File: config.mk
export PLATFORM = sky130hd
export DESIGN_NAME = binary_mul_14_1_uni
export DESIGN_NICKNAME = d
export VERILOG_FILES = /design/src/rtl/binary_mul_pkg.sv /design/src/rtl/binary_mul_stage.sv /design/src/rtl/binary_mul_14_1_uni.sv
export SDC_FILE = /design/constraint.sdc
export NUM_CORES = 1
export LEC_CHECK = 0
export CORE_ASPECT_RATIO = 0.8
export CORE_UTILIZATION = 55
export DETAILED_ROUTE_END_ITERATION = 6
export GPL_ROUTABILITY_DRIVEN = 0
export HOLD_SLACK_MARGIN = 0.08
export PLACE_DENSITY = 0.72
export SLEW_MARGIN = 30
export SYNTH_ARGS = -nofsm -noshare
export SYNTH_HDL_FRONTEND = slang
export SYNTH_SLANG_ARGS = --single-unit
File: constraint.sdc
create_clock -name clk -period 4.2 [get_ports clk]
set_clock_uncertainty 0.15 [all_clocks]
set_input_delay 1.26 -clock clk [delete_from_list [all_inputs] [get_ports clk]]
set_output_delay 1.26 -clock clk [all_outputs]
set_load 0.03 [all_outputs]
File: src/rtl/binary_mul_pkg.sv
// Shared constants, types and the shift-add helper for the pipelined
// unsigned binary multiplier.
//   WIDTH   : operand width
//   PROD_W  : product width (2*WIDTH)
//   LATENCY : enabled edges from operand sampling to product on P
package binary_mul_pkg;

  localparam int WIDTH   = 14;
  localparam int PROD_W  = 2 * WIDTH;
  localparam int LATENCY = WIDTH + 1;

  typedef logic [WIDTH-1:0]  operand_t;
  typedef logic [PROD_W-1:0] product_t;

  // Partial product contributed by one multiplier bit: the multiplicand
  // shifted to that bit's weight, or zero when the bit is clear.
  function automatic product_t partial_product(input operand_t a,
                                               input logic     sel,
                                               input int       shift);
    return sel ? (product_t'(a) << shift) : '0;
  endfunction

endpackage

File: src/rtl/binary_mul_stage.sv
// One shift-add stage of the multiplier pipeline. Stage STAGE adds the
// partial product for multiplier bit STAGE-1 into the running sum and
// forwards both operands alongside it.
// Ports:
//   clk, rst_n, en : clock, async active-low reset, stage enable
//   a, b, acc      : operands and running sum from the previous stage
//   a_reg, b_reg   : registered operands for the next stage
//   acc_reg        : registered running sum
module binary_mul_stage
  import binary_mul_pkg::*;
#(
  parameter int STAGE = 1
) (
  input  logic     clk,
  input  logic     rst_n,
  input  logic     en,
  input  operand_t a,
  input  operand_t b,
  input  product_t acc,
  output operand_t a_reg,
  output operand_t b_reg,
  output product_t acc_reg
);

  always_ff @(posedge clk or negedge rst_n) begin
    if (!rst_n) begin
      a_reg   <= '0;
      b_reg   <= '0;
      acc_reg <= '0;
    end else if (en) begin
      a_reg   <= a;
      b_reg   <= b;
      acc_reg <= acc + partial_product(a, b[STAGE-1], STAGE - 1);
    end
  end

endmodule

File: src/rtl/binary_mul_14_1_uni.sv
// Fully pipelined unsigned 14x14 -> 28-bit multiplier. An input register
// (stage 0) captures A/B, then WIDTH shift-add stages each fold in one
// multiplier bit. The last stage's sum register drives P directly, so a
// product appears LATENCY enabled edges after its operands were sampled.
// Ports:
//   clk   : clock, rising edge
//   rst_n : asynchronous active-low reset, clears the whole pipeline
//   en    : pipeline enable; low freezes every register including P
//   A, B  : unsigned operands
//   P     : registered product A*B
module binary_mul_14_1_uni
  import binary_mul_pkg::*;
(
  input  logic              clk,
  input  logic              rst_n,
  input  logic              en,
  input  logic [WIDTH-1:0]  A,
  input  logic [WIDTH-1:0]  B,
  output logic [PROD_W-1:0] P
);

  operand_t a0_reg;
  operand_t b0_reg;

  // Stage outputs; element k holds the registers of stage k.
  operand_t a_pipe   [1:WIDTH];
  operand_t b_pipe   [1:WIDTH];
  product_t acc_pipe [1:WIDTH];

  // Stage 0: operand capture only, the running sum starts at zero.
  always_ff @(posedge clk or negedge rst_n) begin
    if (!rst_n) begin
      a0_reg <= '0;
      b0_reg <= '0;
    end else if (en) begin
      a0_reg <= A;
      b0_reg <= B;
    end
  end

  for (genvar gi = 1; gi <= WIDTH; gi++) begin : g_stage
    if (gi == 1) begin : g_first
      binary_mul_stage #(.STAGE(gi)) u_stage (
        .clk     (clk),
        .rst_n   (rst_n),
        .en      (en),
        .a       (a0_reg),
        .b       (b0_reg),
        .acc     ('0),
        .a_reg   (a_pipe[gi]),
        .b_reg   (b_pipe[gi]),
        .acc_reg (acc_pipe[gi])
      );
    end else begin : g_rest
      binary_mul_stage #(.STAGE(gi)) u_stage (
        .clk     (clk),
        .rst_n   (rst_n),
        .en      (en),
        .a       (a_pipe[gi-1]),
        .b       (b_pipe[gi-1]),
        .acc     (acc_pipe[gi-1]),
        .a_reg   (a_pipe[gi]),
        .b_reg   (b_pipe[gi]),
        .acc_reg (acc_pipe[gi])
      );
    end
  end

  assign P = acc_pipe[WIDTH];

endmodule

==> run_results.csv, run 1 <==
group,metric,value,unit
status,run_status,"completed",
sta,final_min_period_over_clock_period,75.7,%
logic_synthesis,share_of_flip_flops_with_an_asynchronous_set_or_reset,100,%
critical_path,worst_r2r_startpoint,"g_stage[5].g_rest.u_stage.b_reg[5]",
detailed_routing,post-route-drc-count,0,
floorplanning,die-area,58100,sq um
logic_synthesis,synth_largest_type_area_fraction,47.9,%
critical_path,worst-r2r-cell-count,9,
sta,highest_achievable_clock_rate,315,MHz
global_route,grt_start_max_net_pins,208,
logic_synthesis,synth_area,31400,sq um
floorplanning,boundaryPins,59,
logic_synthesis,synth-warning-count,0,
critical_path,crit_path_cell_trace,"and2_1 -> ha_1 -> fa_1 -> a211oi_1 -> o211ai_1 -> a41oi_2 -> o21ai_1 -> xor2_1 -> mux2_2",
floorplanning,core-area,55800,sq um
power_and_ir_drop,power.density,806,nW/um^2
power_and_ir_drop,fin_total_pwr,28.1,mW
global_route,grt_first_pass_wirelength,110000,um
detailed_routing,routed_wl,64700,um
finish,final_cell_count_no_fill,3481,
detailed_routing,ant_nets,0,
power_and_ir_drop,vdd_ir_drop_max,476,uV
critical_path,critical_path.endpoint_type,"register",
clocking,cts_resized,0,
finish,fin_util,62.5,%
detailed_routing,drt_first_iter_violations,1416,
clocking,cts.root.buffer_cell,"sky130_fd_sc_hd__clkbuf_16",
logic_synthesis,post_synth_and_or_nand_nor_area_fraction,8.88,%
clocking,cts_setup_buffers,0,
sta,slew_viol_final,0,
logic_synthesis,sequential_cell_area_fraction_in_the_yosys_report,47.9,%
finish,area_growth_syn_to_layout,11.0,%
sta,worst_slew_pin_slew,0.983,ns
global_route,first_global_vias,20800,
critical_path,critPathMaxFanout,15,
clocking,tritoncts,"yes",
floorplanning,die_h,216,um
sta,slew-limit-headroom,34.4,%
critical_path,critPathMaxStageDelay,0.51,ns
logic_synthesis,post_synth_main_area_contributors,"sky130_fd_sc_hd__dfrtp_1 (48%), sky130_fd_sc_hd__mux2_2 (18%), sky130_fd_sc_hd__ha_1 (7.2%)",
clocking,clock_sink_count,601,
sta,worst_hold_margin,0.343,ns
min_path,min_path_type,"reg -> reg",
critical_path,timing.critical_path.from_type,"register",
floorplanning,fp.dieW,269,um
power_and_ir_drop,leakagePower,15.5,nW
logic_synthesis,netlist_top_cells_count,"sky130_fd_sc_hd__dfrtp_1 (601), sky130_fd_sc_hd__mux2_2 (504), sky130_fd_sc_hd__and2_1 (182)",
placed_design,place.detailed.hpwl,45300,um
critical_path,setup.reg_to_reg.worst_slack,1.02,ns
min_path,whs_path_depth,1,
sta,hold_viol_final,0,
finish,largest_register_ffs,286,
min_path,hold_start,"g_stage[7].g_rest.u_stage.acc_reg[9]",
critical_path,cp_data_arrival_time,3.55,ns
global_route,grt_use_total,23.0,%
clocking,clk-insertion-delay-late,0.64,ns
placed_design,place_ws,1.05,ns
floorplanning,initial_core_utilization,56.3,%
logic_synthesis,synth_largest_area_cell,"sky130_fd_sc_hd__dfrtp_1",
logic_synthesis,number_of_enable_type_register_cells_in_the_synthesized_netlist,0,
logic_synthesis,gate_count_of_the_mapped_netlist,2651,
min_path,worst_hold_path.endpoint,"g_stage[7].g_rest.u_stage.acc_reg[9]",
placed_design,placed_cell_area,32600,sq um
run,drv.max_cap_violation_count,0,
detailed_routing,num_vias,20300,
detailed_routing,drt-vias-per-instance,5.84,
floorplanning,fp-row-count,77,
detailed_routing,drt-pass1-iter-count,5,
critical_path,criticalPathCategory,"reg -> reg",
logic_synthesis,synthDistinctLibCells,76,
global_route,initial_antenna_violation_count,2,
finish,post_route_cells_drive_above_1_share,24.8,%
sta,post-route-worst-setup-slack,1.02,ns
logic_synthesis,main_combinational_cell_family_by_area_after_synthesis,"multiplexers",
finish,final_net_count,2904,
logic_synthesis,synth.area.mux_share,18.3,%
critical_path,cp_slowest_cell,"sky130_fd_sc_hd__dfrtp_1",
placed_design,place_inst,3365,
clocking,htreeDepth,2,
logic_synthesis,ys_seq_elements,601,
sta,grt_setup_unrepaired,"false",
logic_synthesis,synthAdderAreaFrac,8.04,%
sta,fin_tns_setup,0,ns
logic_synthesis,synthFlopType,"sky130_fd_sc_hd__dfrtp_1",
logic_synthesis,syn_nets,2876,
clocking,quantity_of_hold_fixing_buffers_added_after_cts,0,
global_route,globalRoute.totalOverflow,0,
critical_path,regToRegEndpoint,"g_stage[6].g_rest.u_stage.acc_reg[17]",
clocking,worst_setup_hold_path_clk_slew,0.06,ns
detailed_routing,routed_wire_length_per_instance,18.6,um
clocking,tritoncts.num_buffers,61,
sta,finalSetupViolations,0,
logic_synthesis,synth.most_common_cell,"sky130_fd_sc_hd__dfrtp_1",
logic_synthesis,avgSynthCellArea,11.8,sq um
placed_design,port_buffers,58,
logic_synthesis,post_synth_xor_area_fraction,2.93,%
clocking,ctsLongestPathBuffers,3,
finish,finalInstanceArea,34900,sq um
logic_synthesis,share_of_the_synthesized_area_in_compound_gates_ao_oa_aoi_oai,11.5,%
critical_path,worstPathRequired,4.57,ns
sta,period_needed,3.18,ns
how the worst max path moves through the flow:
| stage | startpoint | end | slack (ns) |
|---|---|---|---|
| final | g_stage[5].g_rest.u_stage.b_reg[5] | g_stage[6].g_rest.u_stage.acc_reg[17] | 1.02 |
| after global routing | g_stage[8].g_rest.u_stage.b_reg[8] | g_stage[9].g_rest.u_stage.acc_reg[20] | 0.81 |
| after CTS | g_stage[14].g_rest.u_stage.acc_reg[17] | P[17] | 1.02 |
| after detailed placement | g_stage[8].g_rest.u_stage.b_reg[8] | g_stage[9].g_rest.u_stage.acc_reg[20] | 1.05 |
| after global placement | g_stage[9].g_rest.u_stage.b_reg[9] | g_stage[10].g_rest.u_stage.acc_reg[21] | 1.14 |
| after floorplan | g_stage[2].g_rest.u_stage.b_reg[2] | g_stage[3].g_rest.u_stage.acc_reg[14] | 1.38 |
where the power goes:
group	internal, mW	total, mW	switching (mW)
Sequential	8.19	10.1	1.95
Combinational	6.02	12.1	6.09
Clock	3.48	5.86	2.38
per-layer routing:
| metal | routed length (um) | share of wire, % | global-route usage, % |
|---|---|---|---|
| met1 | 34000 | 53 | 36.2 |
| met2 | 27100 | 42 | 33.1 |
| met3 | 2560 | 4.0 | 3.29 |
| met4 | 1070 | 1.7 | 5.54 |
| met5 | 0 | 0 | 0 |
cells by family (layout without fill, tap and decap cells):
family	Yosys count	count (layout)
simple gates	533	533
compound gates	545	545
buf+inv	163	241
other cells	0	2
fa+ha+maj	194	194
xor+xnor	105	105
flops	601	601
mux	510	510
worst max-delay path, delay by kind of cell (launching register included):
family / cells / cell delay, ns
flip-flops: 1 / 0.51
multiplexers: 1 / 0.27
AO/OA/AOI/OAI: 4 / 1.06
adder cells (fa/ha/maj): 2 / 0.69
AND/OR/NAND/NOR: 1 / 0.23
XOR/XNOR: 1 / 0.16
cells in the final DEF (no fill, tap or decap), drive strengths merged, types with 57 or more instances in the layout:
cell type  Yosys  final
xnor2         79     79
dfrtp        601    601
a21oi        140    140
a211oi        57     57
ha           181    181
mux2         505    505
and2         182    182
nand2         99     99
a21o          65     65
o21ai        123    123
clkbuf        54     84
nor2         107    107
area by class of cell:
cell class              count  area [sq um]
clock buffers              84          1750
clock inverters            29           438
flip-flops and latches    601         15000
repair buffers             89           947
diodes                      2          5.00
fillers                  4283         20900
multi-input cells        1887         15600
well taps                 750           938
inverters                  39           146
Power figures use the tool's default switching activity.
==> run 2, diff against run 1 <==
clock period = 3.01 ns   (was 4.2 ns; I/O delays follow)
==> run 2 against run 1 <==
Net effect: hold slack got worse by 0.0049 ns; final cell count increased by 0.46%; critical path type unchanged; sequential power increased by 39%; largest cell class unchanged; via count increased by 0.56%; wire length increased by 1.5%; non-clock buffer count increased by 23; utilization increased by 0.51 points.
==> run_results.csv, run 2 (synthesis gave the netlist of run 1 again) <==
group,metric,value,unit
status,run_status,"completed",
critical_path,worstSetupEndpoint,"g_stage[4].g_rest.u_stage.acc_reg[15]",
finish,largest_register_ffs,286,
finish,finalInstanceArea,35100,sq um
global_route,grt_use_total,23.3,%
sta,highest_achievable_clock_rate,347,MHz
clocking,ctsLongestPathBuffers,3,
critical_path,critical_path.endpoint_type,"register",
critical_path,worstPathRequired,3.36,ns
clocking,clk-insertion-delay-late,0.65,ns
detailed_routing,num_vias,20400,
floorplanning,core-area,55800,sq um
placed_design,port_buffers,58,
finish,final_cell_mix,"sky130_fd_sc_hd__dfrtp_1 (600), sky130_fd_sc_hd__mux2_2 (504), sky130_fd_sc_hd__and2_1 (182)",
sta,period_needed,2.88,ns
sta,slew-limit-headroom,61.2,%
clocking,tritoncts.num_buffers,58,
clocking,cts.root.buffer_cell,"sky130_fd_sc_hd__clkbuf_16",
sta,finalSetupViolations,0,
detailed_routing,drt-vias-per-instance,5.85,
power_and_ir_drop,vdd_ir_drop_max,704,uV
placed_design,place.detailed.hpwl,46500,um
sta,final_min_period_over_clock_period,95.6,%
critical_path,worst_r2r_startpoint,"g_stage[3].g_rest.u_stage.b_reg[3]",
detailed_routing,ant_nets,0,
clocking,htreeDepth,2,
critical_path,timing.critical_path.from_type,"register",
floorplanning,die-area,58100,sq um
finish,fin_util,63.0,%
sta,worst_slew_pin_slew,0.581,ns
min_path,min_path_type,"reg -> reg",
placed_design,place_ws,0.0757,ns
power_and_ir_drop,power.density,1120,nW/um^2
finish,area_growth_syn_to_layout,11.9,%
power_and_ir_drop,leakagePower,15.6,nW
detailed_routing,routed_wl,65700,um
global_route,grt_first_pass_wirelength,112000,um
floorplanning,boundaryPins,59,
floorplanning,fp.dieW,269,um
detailed_routing,routed_wire_length_per_instance,18.8,um
finish,layout.cells.most_common,"sky130_fd_sc_hd__dfrtp_1",
finish,post_route_cells_drive_above_1_share,25.6,%
critical_path,regToRegEndpoint,"g_stage[4].g_rest.u_stage.acc_reg[15]",
finish,ant_diodes,0,
sta,post-route-worst-setup-slack,0.131,ns
clocking,clock_sink_count,601,
finish,final_net_count,2924,
global_route,globalRoute.totalOverflow,0,
sta,hold_viol_final,0,
critical_path,setup.reg_to_reg.worst_slack,0.13,ns
detailed_routing,drt_first_iter_violations,1456,
sta,slew_viol_final,0,
floorplanning,die_h,216,um
critical_path,worst-r2r-cell-count,9,
critical_path,worst_setup_path_startpoint,"g_stage[3].g_rest.u_stage.b_reg[3]",
detailed_routing,post-route-drc-count,0,
critical_path,criticalPathCategory,"reg -> reg",
critical_path,critPathMaxFanout,15,
power_and_ir_drop,fin_total_pwr,39.3,mW
detailed_routing,drt-pass1-iter-count,7,
global_route,first_global_vias,21100,
floorplanning,initial_core_utilization,56.3,%
critical_path,cp_data_arrival_time,3.23,ns
clocking,worst_setup_hold_path_clk_slew,0.06,ns
global_route,grt_start_max_net_pins,84,
placed_design,placed_cell_area,33000,sq um
clocking,tritoncts,"yes",
global_route,initial_antenna_violation_count,3,
floorplanning,fp-row-count,77,
run,drv.max_cap_violation_count,0,
-- run 2: changes by cell type in the layout (fill, tap and decap cells not counted), moves of 2 or more --
cell	change
sky130_fd_sc_hd__clkinv_4	-3
sky130_fd_sc_hd__diode_2	-2
sky130_fd_sc_hd__clkinvlp_4	+2
sky130_fd_sc_hd__clkbuf_8	-2
sky130_fd_sc_hd__a211oi_1	-4
sky130_fd_sc_hd__clkbuf_16	-4
sky130_fd_sc_hd__buf_12	+14
sky130_fd_sc_hd__bufinv_16	+2
sky130_fd_sc_hd__buf_4	+10
sky130_fd_sc_hd__a211oi_2	+4
sky130_fd_sc_hd__clkbuf_1	-2
-- run 2: per-layer routing --
| layer | up-vias | part of all wire, % | global-route usage [%] |
|---|---|---|---|
| li1 | 9721 | - | - |
| met1 | 10200 | 52 | 36.5 |
| met2 | 420 | 42 | 34.0 |
| met3 | 90 | 4.4 | 3.38 |
| met4 | 0 | 1.5 | 5.03 |
| met5 | - | 0 | 0 |
-- run 2: power by group --
| group | total (mW) | switching, mW | leakage (nW) | internal, mW |
|---|---|---|---|---|
| registers | 14.0 | 2.56 | 7.18 | 11.4 |
| clock network | 8.02 | 3.26 | 1.04 | 4.76 |
| logic | 17.3 | 8.76 | 7.39 | 8.57 |
-- run 2: layout make-up --
type,count,area (sq um)
Fill cell,4213,20600
Multi-Input combinational cell,1887,15600
Sequential cell,601,15000
Clock buffer,76,1620
Timing Repair Buffer,112,1270
Tap cell,750,938
Clock inverter,32,510
Inverter,39,146
-- run 2: what timing repair did --
item                                    CTS  global route
endpoints found under the setup margin    0            11
hold endpoints to repair                  3             0
hold buffers                              1             0
setup buffers                             0             0
gates resized for setup                   0             6
-- run 2: per-stage QoR --
step | instances | setup TNS [ns] | hold slack, ns
6_report | 3497 | 0 | 0.338
5_1_grt | 3497 | -0.00365 | 0.361
4_1_cts | 3497 | 0 | 0.340
3_5_place_dp | 3388 | 0 | 0.326
3_3_place_gp | 3388 | 0 | 0.326
2_1_floorplan | 2651 | 0 | 0.304
-- run 2: worst min-delay path by stage --
stage / startpoint / endpoint / slack (ns) / cells past startpoint
floorplan: g_stage[14].g_rest.u_stage.acc_reg[20] / g_stage[14].g_rest.u_stage.acc_reg[20] / 0.30 / 2
global placement: g_stage[6].g_rest.u_stage.acc_reg[8] / g_stage[6].g_rest.u_stage.acc_reg[8] / 0.33 / 1
detailed placement: g_stage[4].g_rest.u_stage.acc_reg[7] / g_stage[4].g_rest.u_stage.acc_reg[7] / 0.33 / 1
CTS: g_stage[4].g_rest.u_stage.acc_reg[7] / g_stage[4].g_rest.u_stage.acc_reg[7] / 0.34 / 1
global route: g_stage[5].g_rest.u_stage.acc_reg[8] / g_stage[5].g_rest.u_stage.acc_reg[8] / 0.36 / 1
finish: g_stage[9].g_rest.u_stage.b_reg[12] / g_stage[10].g_rest.u_stage.b_reg[12] / 0.34 / 1
-- run 2: worst max-delay path: stages (launching register included) --
cell and delay, ns:
sky130_fd_sc_hd__dfrtp_2 0.48, sky130_fd_sc_hd__and2_1 0.17, sky130_fd_sc_hd__ha_1 0.23, sky130_fd_sc_hd__fa_1 0.48, sky130_fd_sc_hd__a211oi_2 0.32, sky130_fd_sc_hd__nor2_1 0.10, sky130_fd_sc_hd__a21oi_1 0.24, sky130_fd_sc_hd__a21oi_1 0.14
sky130_fd_sc_hd__xor2_1 0.15, sky130_fd_sc_hd__mux2_2 0.26
==> run 3, diff against run 2 <==
CORE_ASPECT_RATIO = 0.75   (was 0.8)
PLACE_DENSITY = 0.74   (was 0.72)
SYNTH_HIERARCHICAL = 1   (was default)
clock period = 2.5 ns   (was 3.01 ns; I/O delays follow)
==> run 3 against run 2 <==
Net effect: the run now ends with slew limit, setup timing left; clock power rose by 45%; final area rose by 45%; register-to-register slack got worse by 0.25 ns; final cell count rose by 51%; first-iteration DRC count rose by 67%; via count rose by 58%; hold slack got worse by 0.0013 ns; sequential share of layout area fell by 8.7 points; global-route usage rose by 3.3 points; sequential cell count rose by 92; largest cell class unchanged; largest power group unchanged; highest routed layer unchanged.
==> run_results.csv, run 3 <==
group,metric,value,unit
sta,grt_setup_unrepaired,"true",
critical_path,timing.critical_path.from_type,"register",
logic_synthesis,synth_area,40500,sq um
power_and_ir_drop,sw_frac_of_total,39.5,%
global_route,first_global_vias,30700,
power_and_ir_drop,power.density,1320,nW/um^2
sta,worst_slew_pin_slew,1.63,ns
clocking,clock_sink_count,693,
logic_synthesis,avgSynthCellArea,10.7,sq um
critical_path,cp_data_arrival_time,2.98,ns
clocking,ctsLongestPathBuffers,3,
floorplanning,fp.dieW,315,um
power_and_ir_drop,vdd_ir_drop_max,1090,uV
detailed_routing,drt-vias-per-instance,6.09,
global_route,grt_start_max_net_pins,73,
floorplanning,die_h,237,um
finish,final_cell_mix,"sky130_fd_sc_hd__dfrtp_1 (685), sky130_fd_sc_hd__mux2_2 (443), sky130_fd_sc_hd__buf_4 (387)",
detailed_routing,num_vias,32200,
detailed_routing,drt-pass1-iter-count,6,
finish,area_growth_syn_to_layout,25.7,%
sta,final_min_period_over_clock_period,105,%
finish,final_net_count,4523,
sta,slew_viol_final,13,
status,violations_in_the_final_reports,"slew limit, setup timing",
placed_design,place_ws,-0.205,ns
sta,worst_hold_margin,0.336,ns
power_and_ir_drop,pwr-share-seq,30.2,%
clocking,tritoncts,"yes",
sta,slew-limit-headroom,-9.84,%
placed_design,place_inst,5089,
floorplanning,core-area,72300,sq um
global_route,globalRoute.totalOverflow,0,
clocking,tritoncts.num_buffers,72,
detailed_routing,routed_wire_length_per_instance,20.2,um
power_and_ir_drop,power_report.internal_total,40.8,mW
min_path,hold_start,"g_stage[14].g_rest.u_stage/acc_reg[26]",
power_and_ir_drop,share_clk_of_total_power,17.3,%
clocking,cts.root.buffer_cell,"sky130_fd_sc_hd__clkbuf_16",
logic_synthesis,synth-warning-count,6,
global_route,initial_antenna_violation_count,0,
floorplanning,initial_core_utilization,56.0,%
placed_design,place.detailed.hpwl,70200,um
detailed_routing,post-route-drc-count,0,
placed_design,placed_cell_area,45000,sq um
detailed_routing,routed_wl,107000,um
sta,highest_achievable_clock_rate,382,MHz
sta,finalSetupViolations,54,
finish,final_cell_count_no_fill,5293,
status,run_status,"finished, violations left",
detailed_routing,drt_first_iter_violations,2431,
finish,finalInstanceArea,50900,sq um
sta,hold_viol_final,0,
floorplanning,fp-row-count,85,
global_route,grt_first_pass_wirelength,163000,um
floorplanning,boundaryPins,59,
critical_path,worstPathRequired,2.87,ns
sta,period_needed,2.62,ns
power_and_ir_drop,share_comb_of_total_power,52.5,%
power_and_ir_drop,switching_pwr,26.7,mW
run,drv.max_cap_violation_count,0,
critical_path,worst_r2r_startpoint,"g_stage[8].g_rest.u_stage/b_reg[8]",
finish,fin_util,70.4,%
critical_path,critical_path.endpoint_type,"register",
floorplanning,die-area,74700,sq um
sta,post-route-worst-setup-slack,-0.119,ns
critical_path,criticalPathCategory,"reg -> reg",
min_path,min_path_type,"reg -> reg",
power_and_ir_drop,leakagePower,22.0,nW
critical_path,critPathMaxFanout,4,
placed_design,port_buffers,58,
finish,ant_diodes,0,
global_route,grt_use_total,26.6,%
clocking,worst_setup_hold_path_clk_slew,0.06,ns
critical_path,worst_setup_path_startpoint,"g_stage[8].g_rest.u_stage/b_reg[8]",
logic_synthesis,gate_count_of_the_mapped_netlist,3783,
clocking,clk-insertion-delay-late,0.65,ns
clocking,htreeDepth,3,
finish,post_route_cells_drive_above_1_share,35.6,%
finish,largest_register_ffs,364,
detailed_routing,ant_nets,0,
finish,layout.cells.most_common,"sky130_fd_sc_hd__dfrtp_1",
-- run 3: cell count changes in the layout (fill, tap and decap cells not counted), moves of 83 or more --
| cell | change |
|---|---|
| sky130_fd_sc_hd__ha_1 | -90 |
| sky130_fd_sc_hd__buf_4 | +356 |
| sky130_fd_sc_hd__conb_1 | +83 |
| sky130_fd_sc_hd__ha_4 | +100 |
| sky130_fd_sc_hd__nand2_1 | +141 |
| sky130_fd_sc_hd__dfrtp_1 | +85 |
-- run 3: power groups by stage --
stage	combinational (mW)	sequential (mW)	clock [mW]
2_1_floorplan	19.8	18.5	0
3_3_place_gp	28.0	19.6	0
3_5_place_dp	28.6	19.8	0
4_1_cts	30.2	19.9	11.7
5_1_grt	38.2	20.9	12.2
6_report	35.4	20.4	11.6
-- run 3: worst max-delay path: stages, from the launching register on --
cell and delay, ns:
sky130_fd_sc_hd__dfrtp_1 0.42, sky130_fd_sc_hd__and2_1 0.16, sky130_fd_sc_hd__ha_2 0.18, sky130_fd_sc_hd__fa_2 0.37, sky130_fd_sc_hd__a21o_1 0.20, sky130_fd_sc_hd__a221oi_2 0.23, sky130_fd_sc_hd__buf_4 0.18, sky130_fd_sc_hd__o21bai_1 0.09
sky130_fd_sc_hd__a21oi_2 0.15, sky130_fd_sc_hd__xnor2_1 0.10, sky130_fd_sc_hd__mux2_4 0.26
-- run 3: timing repair --
item	4_1_cts	5_1_grt
resized for setup	164	394
setup buffers	17	54
setup endpoints to repair	138	164
endpoints found under the hold margin	10	0
cloned	2	6
pin swaps	74	212
hold buffers	1	0
-- run 3: layer usage --
metal  part of all wire [%]  wire, um  GRT usage, %
met3                    5.6      6000          3.73
met4                    1.8      1890          5.36
met2                     45     48400          39.4
met1                     47     50700          41.3
met5                      0         0             0
-- run 3: layout make-up --
cell class	count	area (sq um)
flip-flops and latches	693	17400
inverters	114	430
well taps	957	1200
multi-input cells	2883	24900
fillers	4834	21400
clock inverters	32	449
clock buffers	96	2090
repair buffers	518	4520
-- run 3: final timing paths --
path	slack, ns	to	cells past startpoint
setup / recovery	-0.12	g_stage[9].g_rest.u_stage/acc_reg[16]	10
hold / removal	0.34	g_stage[14].g_rest.u_stage/acc_reg[26]	2
setup reg to reg	-0.12	g_stage[9].g_rest.u_stage/acc_reg[16]	10
hold reg to reg	0.34	g_stage[14].g_rest.u_stage/acc_reg[26]	2
max in group asynchronous	0.92	g_stage[6].g_rest.u_stage/a_reg[10]	4
min in group asynchronous	0.48	g_stage[5].g_rest.u_stage/acc_reg[11]	2
-- run 3: metrics by stage --
stage,power [mW],TNS [ns]
detailed placement,48.5,-5.24
global placement,47.6,-1.65
CTS,61.8,-0.585
finish,67.4,-2.66
global route,71.3,-8.80
floorplan,38.3,-0.202
